--- src/rtl/soc_ahb_pkg.sv ---
// -----------------------------------------------------------------------------
// soc_ahb_pkg
// Shared AHB-Lite definitions for the SoC bus fabric.
//   - HTRANS and HBURST encodings
//   - bus owner enumeration used by the master arbiter
//   - legal range of the arbiter's IDLE_RELEASE parking threshold
// -----------------------------------------------------------------------------
package soc_ahb_pkg;

   localparam logic [1:0] HTRANS_IDLE   = 2'b00;
   localparam logic [1:0] HTRANS_BUSY   = 2'b01;
   localparam logic [1:0] HTRANS_NONSEQ = 2'b10;
   localparam logic [1:0] HTRANS_SEQ    = 2'b11;

   localparam logic [2:0] HBURST_SINGLE = 3'b000;
   localparam logic [2:0] HBURST_INCR   = 3'b001;
   localparam logic [2:0] HBURST_INCR4  = 3'b011;

   typedef enum logic {
      OWN_M0 = 1'b0,
      OWN_M1 = 1'b1
   } owner_t;

   // The idle counter is 4 bits wide, so the parking threshold must fit in it.
   localparam int IDLE_RELEASE_MIN = 1;
   localparam int IDLE_RELEASE_MAX = 15;
   localparam int IDLE_CNT_W       = 4;

endpackage

--- src/rtl/ahb_lite_master_arbiter.sv ---
// -----------------------------------------------------------------------------
// ahb_lite_master_arbiter
// Two-master AHB-Lite arbiter. Master 0 (CPU) is the default/parking owner,
// master 1 (DMA/accelerator) takes the bus when it requests at a transfer
// boundary. Ownership only changes when the current owner's address phase is
// IDLE, the bus is ready and no locked sequence is in progress, so bursts and
// locked sequences are never split.
//
// Ports
//   HCLK, HRESET            clock, synchronous active-high reset
//   H*_M0 / H*_M1           address/control/write data from each master
//   HREADY_M0/M1            per-master ready (owner mirrors HREADY,
//                           non-owner stalls any NONSEQ/SEQ it issues)
//   HRDATA_M, HRESP_M       slave response, broadcast to both masters
//   HADDR..HWDATA           muxed bus-side signals toward the slaves
//   HMASTER                 current address-phase owner
//   HREADY, HRDATA, HRESP   muxed slave response
// -----------------------------------------------------------------------------
module ahb_lite_master_arbiter
   import soc_ahb_pkg::*;
#(
   parameter int W            = 32,
   parameter int IDLE_RELEASE = 4
) (
   input  logic         HCLK,
   input  logic         HRESET,

   input  logic [W-1:0] HADDR_M0,
   input  logic [1:0]   HTRANS_M0,
   input  logic         HWRITE_M0,
   input  logic [2:0]   HSIZE_M0,
   input  logic [2:0]   HBURST_M0,
   input  logic [3:0]   HPROT_M0,
   input  logic         HMASTLOCK_M0,
   input  logic [W-1:0] HWDATA_M0,
   output logic         HREADY_M0,

   input  logic [W-1:0] HADDR_M1,
   input  logic [1:0]   HTRANS_M1,
   input  logic         HWRITE_M1,
   input  logic [2:0]   HSIZE_M1,
   input  logic [2:0]   HBURST_M1,
   input  logic [3:0]   HPROT_M1,
   input  logic         HMASTLOCK_M1,
   input  logic [W-1:0] HWDATA_M1,
   output logic         HREADY_M1,

   output logic [W-1:0] HRDATA_M,
   output logic         HRESP_M,

   output logic [W-1:0] HADDR,
   output logic [1:0]   HTRANS,
   output logic         HWRITE,
   output logic [2:0]   HSIZE,
   output logic [2:0]   HBURST,
   output logic [3:0]   HPROT,
   output logic         HMASTLOCK,
   output logic [W-1:0] HWDATA,
   output logic         HMASTER,

   input  logic         HREADY,
   input  logic [W-1:0] HRDATA,
   input  logic         HRESP
);

   if (IDLE_RELEASE < IDLE_RELEASE_MIN || IDLE_RELEASE > IDLE_RELEASE_MAX) begin : g_bad_idle_release
      $error("ahb_lite_master_arbiter: IDLE_RELEASE must be within 1..15");
   end

   // Parking happens on the arbitration point that completes the
   // IDLE_RELEASE-th consecutive IDLE, i.e. when the count already holds
   // IDLE_RELEASE-1 completed IDLEs.
   localparam logic [IDLE_CNT_W-1:0] PARK_CNT  = IDLE_CNT_W'(IDLE_RELEASE - 1);
   localparam logic [IDLE_CNT_W-1:0] IDLE_SAT  = '1;

   owner_t                  addr_owner, addr_owner_nxt;
   owner_t                  data_owner, data_owner_nxt;
   logic                    lock_hold,  lock_hold_nxt;
   logic [IDLE_CNT_W-1:0]   idle_cnt,   idle_cnt_nxt;

   logic [1:0]              owner_htrans;
   logic                    owner_lock;
   logic                    owner_idle;
   logic                    arb_point;
   logic                    park;

   // Owner's view, used for arbitration and lock tracking.
   always_comb begin
      owner_htrans = HTRANS_M0;
      owner_lock   = HMASTLOCK_M0;
      if (addr_owner == OWN_M1) begin
         owner_htrans = HTRANS_M1;
         owner_lock   = HMASTLOCK_M1;
      end
      owner_idle = (owner_htrans == HTRANS_IDLE);
      // BUSY/NONSEQ/SEQ are all inside a transfer or burst; only IDLE is a
      // safe handover point.
      arb_point  = HREADY && owner_idle && !lock_hold;
      park       = (idle_cnt >= PARK_CNT);
   end

   // Ownership FSM next state.
   always_comb begin
      addr_owner_nxt = addr_owner;
      case (addr_owner)
         OWN_M0: begin
            if (arb_point && HTRANS_M1[1]) begin
               addr_owner_nxt = OWN_M1;
            end
         end
         OWN_M1: begin
            if (arb_point && (HTRANS_M0[1] || park)) begin
               addr_owner_nxt = OWN_M0;
            end
         end
         default: addr_owner_nxt = OWN_M0;
      endcase
   end

   // Data owner, lock tracking and M1 idle counting.
   always_comb begin
      data_owner_nxt = data_owner;
      lock_hold_nxt  = lock_hold;
      idle_cnt_nxt   = idle_cnt;

      if (HREADY) begin
         data_owner_nxt = addr_owner;
         // An IDLE that still carries HMASTLOCK keeps the lock; only an
         // unlocked IDLE ends the locked sequence.
         if (owner_lock) begin
            lock_hold_nxt = 1'b1;
         end else if (owner_idle) begin
            lock_hold_nxt = 1'b0;
         end
      end

      if (addr_owner_nxt != addr_owner) begin
         idle_cnt_nxt = '0;
      end else if (addr_owner == OWN_M1 && HREADY) begin
         if (HTRANS_M1 != HTRANS_IDLE) begin
            idle_cnt_nxt = '0;
         end else if (arb_point && idle_cnt != IDLE_SAT) begin
            idle_cnt_nxt = idle_cnt + 1'b1;
         end
      end
   end

   always_ff @(posedge HCLK) begin
      if (HRESET) begin
         addr_owner <= OWN_M0;
         data_owner <= OWN_M0;
         lock_hold  <= 1'b0;
         idle_cnt   <= '0;
      end else begin
         addr_owner <= addr_owner_nxt;
         data_owner <= data_owner_nxt;
         lock_hold  <= lock_hold_nxt;
         idle_cnt   <= idle_cnt_nxt;
      end
   end

   // Bus-side multiplexing and per-master ready.
   always_comb begin
      HADDR     = HADDR_M0;
      HTRANS    = HTRANS_M0;
      HWRITE    = HWRITE_M0;
      HSIZE     = HSIZE_M0;
      HBURST    = HBURST_M0;
      HPROT     = HPROT_M0;
      HMASTLOCK = HMASTLOCK_M0;
      if (addr_owner == OWN_M1) begin
         HADDR     = HADDR_M1;
         HTRANS    = HTRANS_M1;
         HWRITE    = HWRITE_M1;
         HSIZE     = HSIZE_M1;
         HBURST    = HBURST_M1;
         HPROT     = HPROT_M1;
         HMASTLOCK = HMASTLOCK_M1;
      end

      // Write data belongs to the data phase, which lags the address phase.
      HWDATA = (data_owner == OWN_M1) ? HWDATA_M1 : HWDATA_M0;

      // A non-owner issuing IDLE may complete immediately; anything else is
      // held until it owns the bus.
      HREADY_M0 = (addr_owner == OWN_M0) ? HREADY : ~HTRANS_M0[1];
      HREADY_M1 = (addr_owner == OWN_M1) ? HREADY : ~HTRANS_M1[1];
      HMASTER   = (addr_owner == OWN_M1);

      if (HRESET) begin
         HTRANS    = HTRANS_IDLE;
         HREADY_M0 = 1'b1;
         HREADY_M1 = 1'b1;
         HMASTER   = 1'b0;
      end

      HRDATA_M = HRDATA;
      HRESP_M  = HRESP;
   end

endmodule

--- config.mk ---
export PLATFORM = sky130hd
export DESIGN_NAME = ahb_lite_master_arbiter
export DESIGN_NICKNAME = d
export VERILOG_FILES = /design/src/rtl/soc_ahb_pkg.sv /design/src/rtl/ahb_lite_master_arbiter.sv
export SDC_FILE = /design/constraint.sdc
export NUM_CORES = 1
export LEC_CHECK = 0
export ABC_AREA = 0
export CAP_MARGIN = 30
export CORE_AREA = 2 2 118 120
export DETAILED_ROUTE_END_ITERATION = 16
export DIE_AREA = 0 0 120 122
export HOLD_SLACK_MARGIN = 0.06
export PLACE_DENSITY = 0.54
export SYNTH_ARGS = -nofsm -noshare
export SYNTH_HDL_FRONTEND = slang
export SYNTH_SLANG_ARGS = --single-unit
--- constraint.sdc ---
create_clock -name HCLK -period 2.2 [get_ports HCLK]
set_input_delay 0.33 -clock HCLK [delete_from_list [all_inputs] [get_ports HCLK]]
set_output_delay 0.33 -clock HCLK [all_outputs]
set_load 0.005 [all_outputs]
==> flow_summary.ini, run 1 <==
[status]
status = completed

[floorplan]
start_util_pct = 11.8
io-pin-count = 306
num_rows = 43
die_x_um = 120
fp.coreArea_um2 = 13500
die_h_um = 122
die_area_um2 = 14600

[worst_setup_path]
crit_chain = buf_12 -> mux2_2 -> clkdlybuf4s50_1
critical_path_class = reg -> out
path_delay_family = buffers and inverters
slowest_delay_ns = 0.47
critPathBufInv = 2
arrival_ns = 1.76
r2r_setup_slack_ns = 0.62
required_ns = 1.87
worstPathMaxFanout = 56
end_kind = primary output
crit_path_start_kind = register
cp_slowest_cell = clkdlybuf4s50_1

[clock_tree]
clk_latency_ns = 0.23
cts_hold_repair.buffers = 0
cts_setup_buffers = 0
ctsHtreeMaxLevel = 1
clockBufferDepth = 2
cts_tree = built
clk_transition_reported_paths_ns = 0.04
cts-root-buf = clkbuf_16
cts_resized = 0
cts_sinks = 7
cts_buffers = 3

[yosys]
yosys_warnings = 0
synthFlopType = dfxtp_1
synth_nets = 367
ys_seq_elements = 7
async_flop_share_pct = 0
synth_cell_type_count = 25
netlist_area_um2 = 1590
synth_edf_count = 0
syn_area_per_cell_um2 = 9.14
synthCells = 174
ys_seq_area_share_pct = 8.81

[detailed_routing]
wl_met3_um = 1090
remaining_drc_errors = 0
wl_um = 6980
route.met2.wl_um = 3510
via_per_inst = 3.83
postRouteAntennaNets = 0
wl_per_cell_um = 12.5
dr.pass1.iters = 4
vias = 2146
dr.max_layer_used = met4
drtIter0Drc = 29
routedLengthMet1_um = 2200

[placement]
portBuffers = 239
dp_slack_ns = 0.192
dp_hpwl_um = 6070
place.gp.congestion = 0.777

[power_and_ir_drop]
pwr-share-comb_pct = 58.9
ir_drop_mv = 0.173
p_sw_share_pct = 20.2
power.leakage_nw = 1.43
power_w = 0.00107
power_density_nw_per_um2 = 264
p_int_w = 0.000855
seqPwrFrac_pct = 12.5
p_switching_w = 0.000217
clkPwrFrac_pct = 28.7

[grt]
antenna_found_initial = 0
track_usage_pct = 8.44
grt_pass1_vias = 2203
grt_pass1_wl_um = 10200
grt-ovfl-total = 0
grt_max_degree = 57

[cells_and_area]
syn2layout_area_growth_pct = 155
nets = 574
seq_area_um2 = 141
fill_cells = 1417
multi_input_area_um2 = 1140
drive_gt1_share_pct = 23.7
diodes = 0

[sta]
finalSetupViolCount = 0
whs_ns = 0.489
rsz0062_at_grt = false
skew_ns = 0.000993
layout_setup_ws_ns = 0.108
slew_viol_final = 0
hold_viol = 0
finalCritPeriodShare_pct = 95.1
fmax_mhz = 478
tns_ns = 0
worst_pin_slew_ns = 0.485
max_slew_margin_pct = 67.3
fin_crit_ns = 2.09

[min_path]
min_path_type = reg -> reg

[flow_run]
maxCapViolCount = 0
worst register-to-register path, stage by stage (launching register included):
cell and delay [ns]:
dfxtp_2 0.32, buf_12 0.18, nor3_1 0.22, a21oi_1 0.10, o41ai_2 0.50, nor3_1 0.13
worst paths after layout:
check                                start           to  cells after the start
worst max register to register  addr_owner  idle_cnt[2]                      5
worst max-delay path            addr_owner    HMASTLOCK                      3
worst min register to register  data_owner   data_owner                      2
worst min-delay path            data_owner   data_owner                      2
metrics by stage:
| step | utilization (%) | instances | area, um2 |
|---|---|---|---|
| floorplan | - | 174 | 1590 |
| global placement | 29.5 | 556 | 3980 |
| detailed placement | 29.5 | 556 | 3980 |
| CTS | 30.1 | 560 | 4060 |
| global route | 30.1 | 560 | 4060 |
| finish | 30.1 | 560 | 4060 |
layout make-up:
cell class                 count  share of cell area, %
timing repair buffer         245                   60.7
sequential                     7                   3.48
inverter                       2                  0.185
multi-input combinational    122                   28.2
clock buffer                   4                   1.94
tap                          180                   5.55
power by group through the flow:
stage / logic (W) / registers [W] / clock network (W)
final: 0.000631 / 0.000133 / 0.000307
after global routing: 0.000674 / 0.000134 / 0.000321
after CTS: 0.000640 / 0.000133 / 0.000315
after detailed placement: 0.000636 / 0.000135 / 0
after global placement: 0.000635 / 0.000135 / 0
after floorplan: 0.000195 / 0.000134 / 0
Yosys cell counts, types with 2 or more instances:
master / n / area [um2]
a21oi_1: 10 / 50.1
buf_2: 8 / 40.0
buf_4: 34 / 255
dfxtp_1: 7 / 140
inv_1: 2 / 7.51
mux2_2: 77 / 867
mux2i_1: 2 / 20.0
nand2_1: 6 / 22.5
nand3b_1: 2 / 15.0
nor2_1: 2 / 7.51
nor2_2: 2 / 12.5
nor2b_1: 2 / 12.5
nor3_1: 5 / 25.0
o21ai_0: 4 / 20.0
flip-flops by register name, indices dropped and copies added, names as in the netlist:
register,cells
lock_hold,1
idle_cnt,4
addr_owner,1
data_owner,1
cells by family (layout without fill, tap and decap cells):
| kind of cell | after synthesis | count (layout) | share of synthesized area [%] |
|---|---|---|---|
| buf+inv | 45 | 251 | 19.3 |
| compound gates | 18 | 18 | 7.00 |
| fa+ha+maj | 1 | 1 | 0.787 |
| simple gates | 24 | 24 | 8.34 |
| flops | 7 | 7 | 8.81 |
| mux | 79 | 79 | 55.8 |
cell usage in the layout (no fill, tap or decap), types with 2 or more instances in the layout:
master / instances
buf_12: 2
o21ai_0: 4
dfxtp_1: 6
nand2_1: 6
nor3_1: 5
nor2b_1: 2
a21oi_1: 10
mux2_2: 77
nor2_1: 2
clkdlybuf4s50_1: 239
clkbuf_16: 3
buf_4: 4
nand3b_1: 2
inv_1: 2
mux2i_1: 2
nor2_2: 2
routing by layer:
layer | vias up | GRT usage (%)
met3 | 12 | 3.75
met1 | 924 | 7.41
met2 | 192 | 16.6
li1 | 1018 | -
met4 | 0 | 3.38
met5 | - | 0
(Power assumes the default switching activity.)
==> run 2: changes to the inputs <==
Clock period 2.2 ns to 2.5 ns, I/O delays scaled along.
==> run 2 against run 1 <==
Compared with the run above: register-to-register slack better by 0.30 ns; clock power decreased by 9.4%; global-route usage up 0.41 points; critical endpoint is now HREADY_M1; largest power group unchanged.
==> flow_summary.ini, run 2 (synthesis results as in run 1) <==
[clock_tree]
cts-root-buf = clkbuf_16
clk_latency_ns = 0.23
cts_setup_buffers = 0
cts_hold_repair.buffers = 0
clk_transition_reported_paths_ns = 0.04
cts_buffers = 3
clockBufferDepth = 2
cts_sinks = 7
cts_tree = built
cts_resized = 0
ctsHtreeMaxLevel = 1

[detailed_routing]
wl_um = 7140
postRouteAntennaNets = 0
route.met2.wl_um = 3640
drtIter0Drc = 37
wl_per_cell_um = 12.8
via_per_inst = 3.86
dr.max_layer_used = met4
routedLengthMet1_um = 2340
remaining_drc_errors = 0
vias = 2147
dr.pass1.iters = 4
wl_met3_um = 1050

[min_path]
min_path_type = reg -> reg
hold_path_depth = 2
worstHoldStart = data_owner

[sta]
tns_ns = 0
layout_setup_ws_ns = 0.250
rsz0062_at_grt = false
max_slew_margin_pct = 66.4
skew_ns = 0.000869
finalCritPeriodShare_pct = 90.0
worst_pin_slew_ns = 0.498
fin_crit_ns = 2.25
hold_viol = 0
finalSetupViolCount = 0
slew_viol_final = 0
fmax_mhz = 445

[worst_setup_path]
required_ns = 2.12
crit_chain = clkdlybuf4s50_1 -> inv_1 -> mux2_2 -> nand2_1 -> clkdlybuf4s50_1
cp.depth = 5
r2r_cells = 5
end_kind = primary output
critPathBufInv = 3
r2r_start = addr_owner
slowest_delay_ns = 0.53
arrival_ns = 1.87
worstPathMaxFanout = 6
critical_path_class = in -> out
cp_slowest_cell = clkdlybuf4s50_1
cp-startpoint = HREADY
crit_path_start_kind = input pin
cp_common_cell = clkdlybuf4s50_1
path_delay_family = buffers and inverters

[cells_and_area]
nets = 570
diodes = 0
syn2layout_area_growth_pct = 153
largest-register = idle_cnt
final_cell_mix = clkdlybuf4s50_1, mux2_2, a21oi_1
largest_reg_flops = 4
fin_util_pct = 29.7
final_common_cell = clkdlybuf4s50_1
drive_gt1_share_pct = 22.9
fill_cells = 1397

[power_and_ir_drop]
power.leakage_nw = 1.41
power_density_nw_per_um2 = 236
ir_drop_mv = 0.152

[status]
status = completed

[floorplan]
die_h_um = 122
start_util_pct = 11.8
io-pin-count = 306
die_x_um = 120
num_rows = 43
die_area_um2 = 14600
fp.coreArea_um2 = 13500

[grt]
grt_pass1_wl_um = 10700
grt_max_degree = 57
grt-ovfl-total = 0
track_usage_pct = 8.86
antenna_found_initial = 0
grt_pass1_vias = 2260

[placement]
portBuffers = 239
dp_slack_ns = 0.260
place.gp.congestion = 0.793
dp_hpwl_um = 6040

[flow_run]
maxCapViolCount = 0
## run 2: cell types whose count changed in the layout (fill, tap and decap cells not counted)
cell / previous run / this run
buf_4: 4 / 1
buf_12: 2 / 1
## run 2: power by group
| part | switching, W | internal (W) | total [W] | leakage [nW] |
|---|---|---|---|---|
| Sequential | 0.00000297 | 0.000114 | 0.000117 | 0.0571 |
| Clock | 0.0000658 | 0.000213 | 0.000278 | 0.0382 |
| Combinational | 0.000129 | 0.000421 | 0.000550 | 1.31 |
## run 2: per-layer routing
| layer | GRT usage [%] | vias to the layer above |
|---|---|---|
| met1 | 8.25 | 939 |
| met2 | 17.8 | 193 |
| met5 | 0 | - |
| li1 | - | 1004 |
| met4 | 2.21 | 0 |
| met3 | 3.51 | 11 |
## run 2: path summary, 6_finish.rpt
| check | end | slack, ns |
|---|---|---|
| worst max-delay path | HREADY_M1 | 0.25 |
| worst min-delay path | data_owner | 0.45 |
| worst max register to register | idle_cnt[3] | 0.92 |
| worst min register to register | data_owner | 0.45 |
## run 2: through the flow
stage	cells	total power, W	instance area [um2]	hold WS, ns
6_report	556	0.000946	4020	0.450
3_5_place_dp	552	0.000674	3940	0.449
5_1_grt	556	0.000997	4020	0.489
3_3_place_gp	552	0.000672	3940	0.471
2_1_floorplan	174	0.000289	1590	0.444
4_1_cts	556	0.000959	4020	0.453
## run 2: cell type report
class | instances | area [um2] | area share [%]
Sequential cell | 7 | 141 | 3.52
Clock buffer | 4 | 78.8 | 1.96
Tap cell | 180 | 225 | 5.61
Timing Repair Buffer | 241 | 2420 | 60.2
Inverter | 2 | 7.51 | 0.187
Multi-Input combinational cell | 122 | 1140 | 28.5
## run 2: worst min-delay path: cells and delay by family, from the launching register on
kind	cells	cell delay (ns)
AND/OR/NAND/NOR	1	0.05
AO/OA/AOI/OAI	1	0.05
flip-flops	1	0.30
==> run 3: changes to the inputs <==
Clock period 2.5 ns to 2.7 ns, I/O delays scaled along.
==> run 3 against run 2 <==
Compared with the run above: register-to-register slack gained 0.15 ns; sequential power shrank 7%; routed wire length shrank 0.29%; critical path depth is the same; via count grew 0.37%; die area is the same; flip-flop and latch count is the same; clock power shrank 9.7%; utilization is the same; non-clock buffer count is the same; cell area is the same; critical path type unchanged; critical endpoint unchanged.
==> flow_summary.ini, run 3 (synthesis results as in run 1) <==
[cells_and_area]
multi_input_area_um2 = 1140
largest_reg_flops = 4
diodes = 0
fill_cells = 1413
largest-register = idle_cnt
syn2layout_area_growth_pct = 153
instances_no_fill = 556
final_area_um2 = 4020
final_common_cell = clkdlybuf4s50_1
drive_gt1_share_pct = 22.9
seq_area_um2 = 141
final_cell_mix = clkdlybuf4s50_1, mux2_2, a21oi_1
nets = 570

[grt]
grt-ovfl-total = 0
grt_pass1_wl_um = 10500
track_usage_pct = 8.66
grt_pass1_vias = 2260
antenna_found_initial = 0
grt_max_degree = 57

[worst_setup_path]
crit_path_start_kind = input pin
worstPathMaxFanout = 6
required_ns = 2.30
end_kind = primary output
r2r_start = addr_owner
cp_slowest_cell = clkdlybuf4s50_1
arrival_ns = 1.93
cp.depth = 5
path_delay_family = buffers and inverters
critPathBufInv = 3
slowest_delay_ns = 0.54
reg2reg_to = idle_cnt[3]
r2r_setup_slack_ns = 1.07
critical_path_class = in -> out
cp_common_cell = clkdlybuf4s50_1
r2r_cells = 5
crit_chain = clkdlybuf4s50_1 -> inv_1 -> mux2_2 -> nand2_1 -> clkdlybuf4s50_1

[sta]
skew_ns = 0.000666
finalSetupViolCount = 0
rsz0062_at_grt = false
tns_ns = 0
slew_viol_final = 0
hold_viol = 0
worst_pin_slew_ns = 0.546
fmax_mhz = 428
max_slew_margin_pct = 63.2
fin_crit_ns = 2.33
finalCritPeriodShare_pct = 86.5

[clock_tree]
cts_sinks = 7
clk_latency_ns = 0.23
clockBufferDepth = 2
cts-root-buf = clkbuf_16
cts_setup_buffers = 0
cts_tree = built
clk_transition_reported_paths_ns = 0.04
ctsHtreeMaxLevel = 1
cts_buffers = 3
cts_hold_repair.buffers = 0
cts_resized = 0

[detailed_routing]
remaining_drc_errors = 0
wl_um = 7120
wl_per_cell_um = 12.8
vias = 2155
postRouteAntennaNets = 0
drtIter0Drc = 33
dr.pass1.iters = 4
via_per_inst = 3.88

[power_and_ir_drop]
p_int_w = 0.000692
p_sw_share_pct = 20.5
seqPwrFrac_pct = 12.5
pwr-share-comb_pct = 58.7
clkPwrFrac_pct = 28.8
ir_drop_mv = 0.158
p_switching_w = 0.000178
power_density_nw_per_um2 = 217
power.leakage_nw = 1.41

[floorplan]
num_rows = 43
die_x_um = 120
fp.coreArea_um2 = 13500
io-pin-count = 306
die_h_um = 122
start_util_pct = 11.8
die_area_um2 = 14600

[min_path]
hold_path_depth = 2
worstHoldStart = data_owner
worstHoldEndpoint = data_owner
min_path_type = reg -> reg

[status]
status = completed

[placement]
dp.cells = 552
dp_hpwl_um = 6060
placed_area_um2 = 3940
portBuffers = 239
place.gp.congestion = 0.791

[flow_run]
maxCapViolCount = 0
run 3: cell counts in the layout (fill, tap and decap cells not counted):
Identical to the previous run, type by type.
run 3: metal layers:
metal	GRT usage, %	share of wire, %	up-vias	routed length, um
met5	0	0	-	0
met4	1.99	1.3	0	91
met3	3.56	16	10	1120
met2	17.6	51	204	3620
met1	7.88	32	935	2280
li1	-	-	1006	-
run 3: worst min-delay path, stage by stage (launching register included):
cell and delay (ns):
dfxtp_1 0.30, nand2_1 0.06, a21oi_1 0.06
run 3: how the worst max path moves through the flow:
stage,from,endpoint
2_1_floorplan,addr_owner,HREADY_M1
3_3_place_gp,HREADY,HREADY_M1
3_5_place_dp,HREADY,HREADY_M1
4_1_cts,HREADY,HREADY_M1
5_1_grt,HREADY,HREADY_M1
6_report,HREADY,HREADY_M1
run 3: area by class of cell:
| cell class | count | share of cell area (%) |
|---|---|---|
| Tap cell | 180 | 5.61 |
| Multi-Input combinational cell | 122 | 28.5 |
| Sequential cell | 7 | 3.52 |
| Timing Repair Buffer | 241 | 60.2 |
| Clock buffer | 4 | 1.96 |
| Inverter | 2 | 0.187 |
run 3: through the flow:
stage | worst slack [ns] | hold slack (ns) | utilization [%] | total power, W
finish | 0.366 | 0.473 | 29.7 | 0.000871
floorplan | 1.23 | 0.464 | - | 0.000268
global route | 0.308 | 0.491 | 29.7 | 0.000914
global placement | 0.411 | 0.472 | 29.2 | 0.000622
detailed placement | 0.384 | 0.454 | 29.2 | 0.000624
CTS | 0.375 | 0.480 | 29.7 | 0.000880
run 3: power groups by stage:
stage / registers [W] / logic, W / clock network, W
6_report: 0.000109 / 0.000511 / 0.000251
5_1_grt: 0.000109 / 0.000545 / 0.000260
4_1_cts: 0.000109 / 0.000518 / 0.000254
3_5_place_dp: 0.000110 / 0.000514 / 0
3_3_place_gp: 0.000110 / 0.000512 / 0
2_1_floorplan: 0.000109 / 0.000158 / 0
